**src/rtl/str_bcast.sv**
```systemverilog
// str_bcast: Avalon-ST packet broadcaster.
// One sink stream is copied into a per-channel FIFO for every channel in the
// active mask. Each channel has its own valid/stall handshake. The mask is
// frozen for the length of a packet, so every beat of a packet reaches the
// same channel set. in_ready comes from a register, so out_stall has no
// combinational path to it.
module str_bcast #(
    parameter int DATA_W     = 8,
    parameter int NUM_CH     = 2,
    parameter int FIFO_DEPTH = 4
) (
    input  logic                     clk,
    input  logic                     reset_n,
    input  logic [DATA_W-1:0]        in_data,
    input  logic                     in_valid,
    input  logic                     in_sop,
    input  logic                     in_eop,
    output logic                     in_ready,
    input  logic [NUM_CH-1:0]        ch_en,
    output logic [NUM_CH*DATA_W-1:0] out_data,
    output logic [NUM_CH-1:0]        out_sop,
    output logic [NUM_CH-1:0]        out_eop,
    output logic [NUM_CH-1:0]        out_valid,
    input  logic [NUM_CH-1:0]        out_stall,
    output logic [31:0]              pkt_cnt
);

    localparam int AW = $clog2(FIFO_DEPTH);
    localparam int CW = AW + 1;
    localparam int EW = DATA_W + 2;
    localparam logic [CW-1:0] C_FULL = CW'(FIFO_DEPTH);

    typedef enum logic {
        ST_IDLE   = 1'b0,
        ST_IN_PKT = 1'b1
    } state_t;

    state_t              r_state;
    state_t              w_state_nxt;
    logic [NUM_CH-1:0]   r_mask;
    logic [NUM_CH-1:0]   w_mask;
    logic [NUM_CH-1:0]   w_mask_nxt;
    logic                r_in_ready;
    logic                w_ready_nxt;
    logic [31:0]         r_pkt_cnt;
    logic                w_accept;
    logic [EW-1:0]       w_entry;

    // Per-channel FIFO storage and bookkeeping; entry layout is {sop, eop, data}
    logic [EW-1:0]       r_mem    [NUM_CH][FIFO_DEPTH];
    logic [AW-1:0]       r_wr_ptr [NUM_CH];
    logic [AW-1:0]       r_rd_ptr [NUM_CH];
    logic [CW-1:0]       r_count  [NUM_CH];
    logic [CW-1:0]       w_count_nxt [NUM_CH];
    logic [NUM_CH-1:0]   r_valid;
    logic [NUM_CH-1:0]   w_push;
    logic [NUM_CH-1:0]   w_pop;
    logic [NUM_CH-1:0]   w_full_nxt;
    logic [NUM_CH-1:0]   w_nempty_nxt;

    assign w_accept  = in_valid & r_in_ready;
    assign w_entry   = {in_sop, in_eop, in_data};
    assign in_ready  = r_in_ready;
    assign pkt_cnt   = r_pkt_cnt;
    assign out_valid = r_valid;

    // Effective mask: live ch_en while idle (so an sop beat uses it at once), frozen mask inside a packet
    always_comb begin
        if (r_state == ST_IDLE) begin
            w_mask = ch_en;
        end else begin
            w_mask = r_mask;
        end
    end

    // Packet FSM next-state: sop without eop opens a packet, eop closes it, stray sop is ignored
    always_comb begin
        w_state_nxt = r_state;
        case (r_state)
            ST_IDLE: begin
                if (w_accept && in_sop && !in_eop) begin
                    w_state_nxt = ST_IN_PKT;
                end else begin
                    w_state_nxt = ST_IDLE;
                end
            end
            ST_IN_PKT: begin
                if (w_accept && in_eop) begin
                    w_state_nxt = ST_IDLE;
                end else begin
                    w_state_nxt = ST_IN_PKT;
                end
            end
            default: w_state_nxt = ST_IDLE;
        endcase
    end

    // Push/pop strobes; the not-full guard only protects against an idle-time ch_en change
    always_comb begin
        w_push = '0;
        w_pop  = '0;
        for (int i = 0; i < NUM_CH; i++) begin
            w_push[i] = w_accept & w_mask[i] & (r_count[i] != C_FULL);
            w_pop[i]  = r_valid[i] & ~out_stall[i];
        end
    end

    // Next occupancy per channel, plus the full/non-empty flags derived from it
    always_comb begin
        w_full_nxt   = '0;
        w_nempty_nxt = '0;
        for (int i = 0; i < NUM_CH; i++) begin
            w_count_nxt[i]  = r_count[i] + CW'(w_push[i]) - CW'(w_pop[i]);
            w_full_nxt[i]   = (w_count_nxt[i] == C_FULL);
            w_nempty_nxt[i] = (w_count_nxt[i] != {CW{1'b0}});
        end
    end

    // Mask that will apply next cycle: the frozen set if a packet stays open, otherwise ch_en
    always_comb begin
        if (w_state_nxt == ST_IN_PKT) begin
            w_mask_nxt = w_mask;
        end else begin
            w_mask_nxt = ch_en;
        end
        w_ready_nxt = ~|(w_full_nxt & w_mask_nxt);
    end

    // FSM state, active mask, registered in_ready and packet counter
    always_ff @(posedge clk) begin
        if (!reset_n) begin
            r_state    <= ST_IDLE;
            r_mask     <= '0;
            r_in_ready <= 1'b0;
            r_pkt_cnt  <= 32'd0;
        end else begin
            r_state    <= w_state_nxt;
            r_mask     <= w_mask;
            r_in_ready <= w_ready_nxt;
            if (w_accept && in_eop) begin
                r_pkt_cnt <= r_pkt_cnt + 32'd1;
            end
        end
    end

    // FIFO pointers, occupancy and registered valid flags
    always_ff @(posedge clk) begin
        if (!reset_n) begin
            for (int i = 0; i < NUM_CH; i++) begin
                r_wr_ptr[i] <= '0;
                r_rd_ptr[i] <= '0;
                r_count[i]  <= '0;
            end
            r_valid <= '0;
        end else begin
            for (int i = 0; i < NUM_CH; i++) begin
                if (w_push[i]) begin
                    r_wr_ptr[i] <= r_wr_ptr[i] + AW'(1);
                end
                if (w_pop[i]) begin
                    r_rd_ptr[i] <= r_rd_ptr[i] + AW'(1);
                end
                r_count[i] <= w_count_nxt[i];
            end
            r_valid <= w_nempty_nxt;
        end
    end

    // FIFO storage write; contents need no reset because outputs are gated by valid
    always_ff @(posedge clk) begin
        for (int i = 0; i < NUM_CH; i++) begin
            if (w_push[i]) begin
                r_mem[i][r_wr_ptr[i]] <= w_entry;
            end
        end
    end

    // Head entry onto the output bus, forced to zero for empty channels
    always_comb begin
        out_data = '0;
        out_sop  = '0;
        out_eop  = '0;
        for (int i = 0; i < NUM_CH; i++) begin
            if (r_valid[i]) begin
                out_data[i*DATA_W +: DATA_W] = r_mem[i][r_rd_ptr[i]][DATA_W-1:0];
                out_sop[i]                   = r_mem[i][r_rd_ptr[i]][DATA_W+1];
                out_eop[i]                   = r_mem[i][r_rd_ptr[i]][DATA_W];
            end else begin
                out_data[i*DATA_W +: DATA_W] = {DATA_W{1'b0}};
                out_sop[i]                   = 1'b0;
                out_eop[i]                   = 1'b0;
            end
        end
    end

endmodule

```
**config.mk**
```make
export PLATFORM = sky130hd
export DESIGN_NAME = str_bcast
export DESIGN_NICKNAME = d
export VERILOG_FILES = /design/src/rtl/str_bcast.sv
export SDC_FILE = /design/constraint.sdc
export NUM_CORES = 1
export LEC_CHECK = 0
export BUFFER_PORTS_ARGS = -buffer_cell sky130_fd_sc_hd__buf_2
export CAP_MARGIN = 20
export CORE_ASPECT_RATIO = 1.25
export CORE_MARGIN = 4
export CORE_UTILIZATION = 30
export CTS_CLUSTER_SIZE = 28
export DETAILED_ROUTE_END_ITERATION = 12
export GPL_TIMING_DRIVEN = 0
export SYNTH_ARGS = -nofsm -noshare
export SYNTH_HDL_FRONTEND = slang
export SYNTH_SLANG_ARGS = --single-unit
export TNS_END_PERCENT = 100
```
**constraint.sdc**
```tcl
create_clock -name clk -period 5.4 [get_ports clk]
set_input_delay 1.08 -clock clk [delete_from_list [all_inputs] [get_ports clk]]
set_output_delay 1.08 -clock clk [all_outputs]
set_load 0.02 [all_outputs]
```
**Word level (Yosys, flattened, before mapping)**

Memories as Yosys holds them, arrays and structs flattened.
Index checks and enable logic that the tools add are counted.

- Register bits after elaboration: 38
- Latch bits: 0
- RAM bits: 94
- Memory bits (read-only): 0
- Input bits: 17
- Memories kept: 4

Memories:

| name | depth | bits a word | read ports | clocked after Yosys merged registers in | wr ports | RTL line | source |
|---|---|---|---|---|---|---|---|
| r_mem | 2 | 40 | 2 | 0 | 2 | 50 | `logic [EW-1:0] r_mem [NUM_CH][FIFO_DEPTH];` |
| r_count | 2 | 3 | 2 | 0 | 2 | 53 | `logic [CW-1:0] r_count [NUM_CH];` |
| r_rd_ptr | 2 | 2 | 2 | 0 | 2 | 52 | `logic [AW-1:0] r_rd_ptr [NUM_CH];` |
| r_wr_ptr | 2 | 2 | 2 | 0 | 2 | 51 | `logic [AW-1:0] r_wr_ptr [NUM_CH];` |

- Add/sub/neg operators: 9
- $mul: 0
- Div/mod/pow operators: 0
- $lt $le $gt $ge: 6
- Equal/unequal tests: 4
- Shifts and indexed selects: 0
- Muxes and demuxes: 43
- Bitwise gates (word level): 21
- Reductions and logical operators: 10

Operators with widths:

| operator | number |
|---|---|
| 40-bit 2-to-1 mux | 2 |
| 10-bit 2-to-1 mux | 6 |
| 10-bit binary-select mux with 2-bit select | 2 |
| 10-bit demux with 2-bit select | 2 |
| 32-bit by 1-bit adder with 32-bit output (second input constant) | 1 |
| 1-bit 2-to-1 mux | 20 |
| 8-bit 2-to-1 mux | 2 |
| 3-bit >= comparator (second input constant) | 4 |
| 2-bit 2-to-1 mux | 6 |
| 2-bit inverter with 3-bit output | 4 |
| 2-bit by 1-bit adder with 2-bit output (second input constant) | 4 |
| 1-bit bitwise AND | 7 |
| 3-bit by 1-bit adder with 3-bit output | 2 |
| 3-bit == test (second input constant) | 2 |
| 3-bit by 1-bit < comparator with 1-bit output (second input constant) | 2 |
| 3-bit 2-to-1 mux | 2 |
| 3-bit inequality test (second input constant) | 2 |
| 1-bit OR | 6 |
| 3-bit nonzero test | 2 |
| 3-bit by 1-bit subtractor with 3-bit output | 2 |
| 1-bit logical AND | 5 |
| 1-bit inverter | 3 |
| 2-bit bitwise AND | 1 |
| 1-bit logical NOT | 2 |
| other kinds (2) | 2 |

**Depth between registers and ports, before layout**

Gate-level depths: netlist of the first run.

- Word-level depth: 9
- Gate-level depth with buffers: 10

**Worst setup path after synthesis of the first run**

Ideal clock, no wire load.

- Path kind: input to register
- Start: input port ch_en[1]
- End: register r_in_ready (netlist: in_ready)
- Library setup time: 119 ps
- Arrival time: 2883 ps
- Data required time: 5281 ps
- Slack: 2398 ps
- Cell stages on the path: 9
- Path buffers: 0
- Cells stage by stage: mux2i_1 a211oi_1 ha_1 inv_1 fa_1 xor2_1 xnor2_1 nand3b_1 o221a_2

- Word-level cells in the longest chain between the ends: 9
- Elaborated cells on any way between the ends: 10
- Those cells by class: 2 x add/sub; 1 x eq/ne; 2 x mux; 3 x bitwise; 2 x reduce/logical

RTL lines:

| what | RTL line | source |
|---|---|---|
| from (decl) | 19 | `input logic [NUM_CH-1:0] ch_en,` |
| 2-bit 2-to-1 mux | 69 | `if (r_state == ST_IDLE) begin` |
| 1-bit bitwise AND (2 in series) | 103 | `w_push[i] = w_accept & w_mask[i] & (r_count[i] != C_FULL);` |
| 3-bit by 1-bit adder with 3-bit output | 113 | `w_count_nxt[i] = r_count[i] + CW'(w_push[i]) - CW'(w_pop[i]);` |
| 3-bit by 1-bit subtractor with 3-bit output | 113 |  |
| 3-bit == test | 114 | `w_full_nxt[i] = (w_count_nxt[i] == C_FULL);` |
| 2-bit bitwise AND * | 126 | `w_ready_nxt = ~\|(w_full_nxt & w_mask_nxt);` |
| 2-bit OR reduction * | 126 |  |
| 1-bit logical NOT * | 126 |  |
| to (signal assigned) | 139 | `r_in_ready <= w_ready_nxt;` |
| to (decl) | 43 | `logic r_in_ready;` |

Mark *: on every way between the ends. The rest lies on a longest branch, timed or not.
A chain may end at the register's enable or synchronous reset.

**Worst setup path after layout of the first run**

Ends and elaborated chain as after synthesis.

==> results.ini, run 1 <==
[placed_design]
hpwlAfterDp_um=8820
gp_congestion=0.800
place_inst=725
portBuffers=71

[worst_setup_path]
required_ns=5.70
timing.rr.end=in_ready
cp_max_fo=7
cp_slowest_cell=a211oi_1
cp_cell_sequence=buf_2 > mux2i_1 > a211oi_1 > ha_1 > inv_1 > fa_1 > xor2_1 > xnor2_1 > nand3b_1 > o221a_2
r2r_slack_ns=2.57
endpoint=in_ready
critical_path.endpoint_type=register
cp.arrival_ns=3.45
worstSetupStartpointType=input port
cpPeakStageDelay_ns=0.68
worst-setup-path-type=in -> reg
r2r_cells=9
r2r_start=r_state
startpoint=ch_en[1]

[cts]
hold_buffers=0
htree_levels=4
cts_buffer_depth=2
cts_setup_buffers=0
worstSkewPairLatency_ns=0.41
postCtsResizedCells=0
cts_sinks=132
cts_root_buffer=clkbuf_16
cts.clk_slew.worst_paths_ns=0.06
numCtsBuffers=17
cts_tree=done

[yosys]
syn_nets=453
synth_compound_area_share_pct=4.48
yosys.area_share.simple_pct=15.9
ys_ff_latch=132
synth.area.mux_share_pct=9.66
yosysTopAreaCell=edfxtp_1
yosysWarnings=0
synth_top_area_share_pct=46.4
synth_top_cells_by_count=88 x edfxtp_1, 44 x dfxtp_1, 32 x and2_1, 26 x nor2_1, 25 x nand2_1
synth-edff-count=88
ys_seq_area_share_pct=61.8
syn_area_per_cell_um2=13.5
synth_area_um2=5700
synth_xor_area_share_pct=2.15
synthFlopType=edfxtp_1
synth_area_leaders=edfxtp_1 46%, dfxtp_1 15%, mux4_2 7.9%
synthArstFlopShare_pct=0
synthCells=422
synthAdderAreaFrac_pct=3.34
yosysUniqueCellTypes=44
synth_most_common_cell=edfxtp_1
synth_top_family_by_area=simple AND/OR/NAND/NOR gates

[layout]
area_growth_pct=21.1
fin_nets=543
fillCellCount=1825
num_antenna_cells=0
drive_above_1_share_pct=27.4
instances_no_fill=757

[global_routing]
grt_pass1_wl_um=20300
grt_max_degree=17
grt_pass1_vias=3839
grt_overflow=0
grtUsageTotal_pct=12.1
antenna_found_initial=0

[hold_path]
hold_class=reg -> reg
hold_depth=2

[die]
core-area_um2=18700
initial_utilization_pct=30.5
die_h_um=162
fp.dieArea_um2=21300
rows=56
pin_count=72
die_x_um=131

[sta]
layout_min_cycle_time_ns=3.15
clock_skew_ns=0.00713
final_hold_viol_count=0
rsz0062_at_grt=false
tightestPinTransition_ns=0.784
relSlewSlack_pct=47.4
tns_ns=0
timing.final.crit_share_pct=58.4
clock.fmax_ghz=0.317
finalMaxSlewViolations=0
finalSetupViolations=0

[route]
first_pass_iters=4
drt-total-wl_um=12500
vias=3724
drc=0
vias_per_cell=4.92
drtIter0Drc=123
wl_per_cell_um=16.5
postRouteAntennaNets=0

[pwr]
power.leakage_nw=2.46
power.density_nw_per_um2=407
peakVddDrop_mv=0.237

[job]
max_cap_violations=0

[run_status]
status=completed

## state kept, by name (all words and copies together) (netlist names)
signal / flops
r_mem: 80
pkt_cnt: 32
r_wr_ptr: 4
in_ready: 1
out_valid: 2
r_count: 6
r_mask: 2
r_state: 1
r_rd_ptr: 4
## kinds of logic (layout without fill, tap and decap cells)
family          count (synthesis)  count (layout)
flops                         132             132
mux                            30              30
xor+xnor                       14              14
fa+ha+maj                      14              14
simple gates                  154             154
buf+inv                        36             139
compound gates                 42              42
## layout by cell type, fill, tap and decap left out, drive strengths merged, types with 11 or more instances in the layout
master	n
a21oi	18
and2	32
buf	79
clkbuf	27
dfxtp	44
edfxtp	88
ha	12
inv	20
mux4	20
nand2	25
nand2b	11
nor2	26
o31ai	11
or4	14
xnor2	11
## critical path, delay by kind of cell
family,cells,cell delay [ns]
and+or+nand+nor,1,0.19
AOI/OAI and AO/OA,2,0.95
buffers and inverters,2,0.15
adders and majority gates,2,0.65
xor gates and xnor gates,2,0.33
muxes,1,0.10
## layout make-up
class	count	area, um^2	share of cell area [%]
Buffer	18	86.3	1.25
Clock buffer	17	425	6.16
Clock inverter	15	133	1.92
Inverter	18	67.6	0.979
Multi-Input combinational cell	254	2020	29.3
Sequential cell	132	3520	51.0
Tap cell	232	290	4.20
Timing Repair Buffer	71	355	5.15
## power by group
| group | leakage [nW] | internal (mW) | switching (mW) |
|---|---|---|---|
| Combinational | 1.03 | 0.225 | 0.314 |
| Clock | 0.264 | 0.634 | 0.435 |
| Sequential | 1.16 | 1.15 | 0.0492 |
## routing by layer
| metal | up-vias | share of wire [%] | GRT usage (%) |
|---|---|---|---|
| li1 | 1753 | - | - |
| met1 | 1861 | 42 | 14.2 |
| met2 | 95 | 52 | 21.4 |
| met3 | 15 | 4.5 | 3.04 |
| met4 | 0 | 1.7 | 4.63 |
| met5 | - | 0 | 0 |
## worst min-delay path by stage
stage                            from           to  slack (ns)
after floorplan             r_mask[0]    r_mask[0]        0.48
after global placement    pkt_cnt[31]  pkt_cnt[31]        0.48
after detailed placement  pkt_cnt[31]  pkt_cnt[31]        0.49
after CTS                 pkt_cnt[31]  pkt_cnt[31]        0.50
after global routing      pkt_cnt[31]  pkt_cnt[31]        0.53
final                     pkt_cnt[31]  pkt_cnt[31]        0.49
## metrics by stage
stage | setup WS (ns) | power (mW) | hold slack (ns) | utilization, % | instance area, um^2
after floorplan | 2.40 | 1.60 | 0.483 | - | 5700
after global placement | 1.90 | 1.75 | 0.477 | 33.9 | 6350
after detailed placement | 1.77 | 1.77 | 0.486 | 33.9 | 6350
after CTS | 2.20 | 2.84 | 0.498 | 36.9 | 6900
after global routing | 2.04 | 2.96 | 0.526 | 36.9 | 6900
final | 2.25 | 2.81 | 0.493 | 36.9 | 6900
No activity file was read; power rests on OpenSTA's default activity.
==> run 2: changes to the inputs <==
==> constraint.sdc (replaced) <==
create_clock -name clk -period 2.55 [get_ports clk]
set_input_delay 0.51 -clock clk [delete_from_list [all_inputs] [get_ports clk]]
set_output_delay 0.51 -clock clk [all_outputs]
set_load 0.02 [all_outputs]
==> results.ini, run 2 (synthesis results as in run 1) <==
[hold_path]
holdPathEnd=r_mem[0][23]
min_from=in_data[3]
hold_depth=1
hold_class=in -> reg

[cts]
htree_levels=4
numCtsBuffers=17
hold_buffers=0
cts.clk_slew.worst_paths_ns=0.06
cts_root_buffer=clkbuf_16
cts_sinks=132
cts_buffer_depth=2
cts_tree=done
worstSkewPairLatency_ns=0.41

[worst_setup_path]
r2r_slack_ns=0.15
critical_path.endpoint_type=output port
r2r_start=out_valid[1]
required_ns=2.04
worstSetupStartpointType=register
timing.rr.end=in_ready
cp_max_fo=10
worst-setup-path-type=reg -> out
r2r_cells=10
startpoint=r_rd_ptr[0][0]
cp.arrival_ns=1.91

[global_routing]
grt_pass1_vias=3836
grt_overflow=0
antenna_found_initial=0
grtUsageTotal_pct=12.1
grt_max_degree=17
grt_pass1_wl_um=20300

[die]
pin_count=72
core-area_um2=18700
die_h_um=162
initial_utilization_pct=30.5
fp.dieArea_um2=21300
rows=56
die_x_um=131

[placed_design]
portBuffers=71
hpwlAfterDp_um=8820
gp_congestion=0.800
placed_cell_area_um2=6350

[sta]
hold-worst-slack_ns=0.387
tns_ns=0
finalSetupViolations=0
finalMaxSlewViolations=0
layout_min_cycle_time_ns=2.42
tightestPinTransition_ns=0.579
clock.fmax_ghz=0.414
rsz0062_at_grt=false
timing.final.crit_share_pct=94.8
relSlewSlack_pct=61.4
final_hold_viol_count=0
clock_skew_ns=0.00661

[layout]
layout_common_cells=88 x edfxtp_1, 75 x buf_2, 44 x dfxtp_1
drive_above_1_share_pct=28.5
num_antenna_cells=0
largest_reg_flops=80
area_growth_pct=21.9
fin_nets=544
final_common_cell=edfxtp_1
postLayoutCellArea_um2=6950
finish.utilization_pct=37.2

[run_status]
status=completed

[route]
vias=3741
vias_per_cell=4.94
wl_per_cell_um=16.5
drt-total-wl_um=12500
first_pass_iters=4
drc=0
drtIter0Drc=142
postRouteAntennaNets=0

[pwr]
power.leakage_nw=2.48
power.density_nw_per_um2=862
peakVddDrop_mv=0.505
p_total_mw=5.99

[job]
max_cap_violations=0

## run 2: what timing repair did
action                     CTS  global route
pin swaps                    1             1
setup endpoints to repair   20            14
gates resized for setup      5             7
setup buffers                0             1
## run 2: layout make-up
cell class / count / area (um^2)
fillers: 1822 / 11800
inverters: 18 / 67.6
well taps: 232 / 290
clock inverters: 15 / 133
repair buffers: 72 / 363
plain buffers: 18 / 101
flip-flops and latches: 132 / 3520
multi-input cells: 254 / 2050
clock buffers: 17 / 425
## run 2: report_power, final
part	total [mW]	switching (mW)	internal, mW	leakage, nW
Clock	2.27	0.925	1.34	0.264
Sequential	2.55	0.110	2.44	1.16
Combinational	1.18	0.679	0.499	1.05
## run 2: worst max-delay path by stage
stage / endpoint / slack, ns / cells after the start
detailed placement: in_ready / -0.51 / 10
CTS: out_sop[1] / 0.003 / 4
global placement: in_ready / -0.38 / 10
finish: out_data[6] / 0.13 / 4
global route: in_ready / 0.02 / 10
floorplan: in_ready / 0.11 / 9
## run 2: layer usage
metal	wire length (um)	vias to the layer above	track usage (%)
met4	238	0	4.78
li1	-	1756	-
met5	0	-	0
met3	667	17	3.10
met2	6510	117	21.5
met1	5110	1851	14.1
## run 2: through the flow
step           worst slack [ns]  std cells
3_5_place_dp             -0.514        725
6_report                  0.133        758
3_3_place_gp             -0.385        725
2_1_floorplan             0.112        422
4_1_cts                 0.00287        757
5_1_grt                  0.0229        758
## run 2: critical path, cell delays in order (launching register included)
cell,delay (ns)
edfxtp_1,0.44
buf_6,0.22
mux4_2,0.52
and2_1,0.17
buf_2,0.15
==> run 3: changes to the inputs <==
--- a/config.mk
+++ b/config.mk
@@ -13,6 +13,7 @@
 export CTS_CLUSTER_SIZE = 28
 export DETAILED_ROUTE_END_ITERATION = 12
 export GPL_TIMING_DRIVEN = 0
+export PLACE_DENSITY = 0.48
 export SYNTH_ARGS = -nofsm -noshare
 export SYNTH_HDL_FRONTEND = slang
 export SYNTH_SLANG_ARGS = --single-unit
==> results.ini, run 3 (synthesis results as in run 1) <==
[sta]
timing.final.crit_share_pct=95.9
tightestPinTransition_ns=0.598
tns_ns=0
final_hold_viol_count=0
finalSetupViolations=0
finalMaxSlewViolations=0
layout_min_cycle_time_ns=2.44
clock.fmax_ghz=0.409
clock_skew_ns=0.00863
relSlewSlack_pct=60.2
hold-worst-slack_ns=0.387
worst_slack_ns=0.106

[die]
pin_count=72
die_h_um=162
core-area_um2=18700
die_x_um=131
initial_utilization_pct=30.5
rows=56
fp.dieArea_um2=21300

[route]
drtIter0Drc=208
wl_per_cell_um=17.3
drc=0
drt-total-wl_um=13100
vias_per_cell=4.89
first_pass_iters=5
vias=3703
postRouteAntennaNets=0

[run_status]
status=completed

[placed_design]
gp_congestion=0.791
portBuffers=71
dp_slack_ns=-0.512
hpwlAfterDp_um=9080
place_inst=725

[worst_setup_path]
r2r_slack_ns=0.15
worstSetupStartpointType=register
cp_cell_sequence=buf_6 > mux4_2 > and2_1 > buf_2
critPathTopFamily=multiplexers
cp.arrival_ns=1.93
cpPeakStageDelay_ns=0.51
cp_max_fo=10
path_buf_inv=2
worst-setup-path-type=reg -> out
critical_path.endpoint_type=output port
required_ns=2.04
cp_slowest_cell=mux4_2

[cts]
worstSkewPairLatency_ns=0.41
cts_tree=done
cts_buffer_depth=2
cts.clk_slew.worst_paths_ns=0.06
cts_root_buffer=clkbuf_16
cts_sinks=132
htree_levels=4
hold_buffers=0
numCtsBuffers=17

[global_routing]
antenna_found_initial=2
grt_pass1_vias=3971
grtUsageTotal_pct=12.9
grt_overflow=0
grt_pass1_wl_um=21500
grt_max_degree=17

[layout]
num_antenna_cells=0
instances_no_fill=758
largest_reg_flops=80
fin_nets=544
drive_above_1_share_pct=28.3
final_common_cell=edfxtp_1
finish.utilization_pct=37.2
area_growth_pct=21.9
layout_common_cells=88 x edfxtp_1, 75 x buf_2, 44 x dfxtp_1

[pwr]
power.leakage_nw=2.47
peakVddDrop_mv=0.467
power.density_nw_per_um2=868

[job]
max_cap_violations=0

[hold_path]
hold_class=in -> reg

[run 3: cell count changes in the layout (fill, tap and decap cells not counted)]
cell        previous run  this run
clkinvlp_4             3         5
clkinvlp_2             1         0
clkinv_1               2         3
clkinv_2               2         1
inv_6                  3         2
[run 3: metrics by stage]
step | power, mW | instance area, um^2
floorplan | 3.38 | 5700
global placement | 3.74 | 6350
detailed placement | 3.78 | 6350
CTS | 6.11 | 6930
global route | 6.34 | 6950
finish | 6.03 | 6950
[run 3: path summary, 6_finish.rpt]
path	start	end	depth (start not counted)
max	r_rd_ptr[0][2]	out_eop[1]	4
max reg2reg	in_ready	in_ready	9
min	in_data[7]	r_mem[0][7]	1
min reg2reg	pkt_cnt[31]	pkt_cnt[31]	2
[run 3: what timing repair did]
action	CTS	global route
pin swaps	0	1
buffers inserted	0	1
gates resized for setup	8	3
setup endpoints to repair	21	8
[run 3: worst register-to-register path: stages, from the launching register on]
cell and delay [ns]:
dfxtp_1 0.47, nand2_1 0.18, a211oi_4 0.25, ha_1 0.18, inv_1 0.05, fa_1 0.38
xor2_1 0.17, xnor2_1 0.16, nand3b_1 0.19, o221a_2 0.27
[run 3: final cells by class]
type	instances	area (um^2)
plain buffers	18	101
clock buffers	17	425
clock inverters	15	133
fillers	1820	11800
inverters	18	67.6
multi-input cells	254	2050
flip-flops and latches	132	3520
well taps	232	290
repair buffers	72	363
[run 3: metal layers]
metal	share of wire [%]	global-route usage (%)	up-vias
li1	-	-	1750
met1	43	15.6	1830
met2	51	22.3	101
met3	4.6	3.41	18
met4	1.4	4.44	4
met5	0.15	0	-
[run 3: report_power, final]
group | internal, mW | total [mW] | switching, mW
Sequential | 2.44 | 2.54 | 0.107
Combinational | 0.500 | 1.19 | 0.693
Clock | 1.34 | 2.30 | 0.955
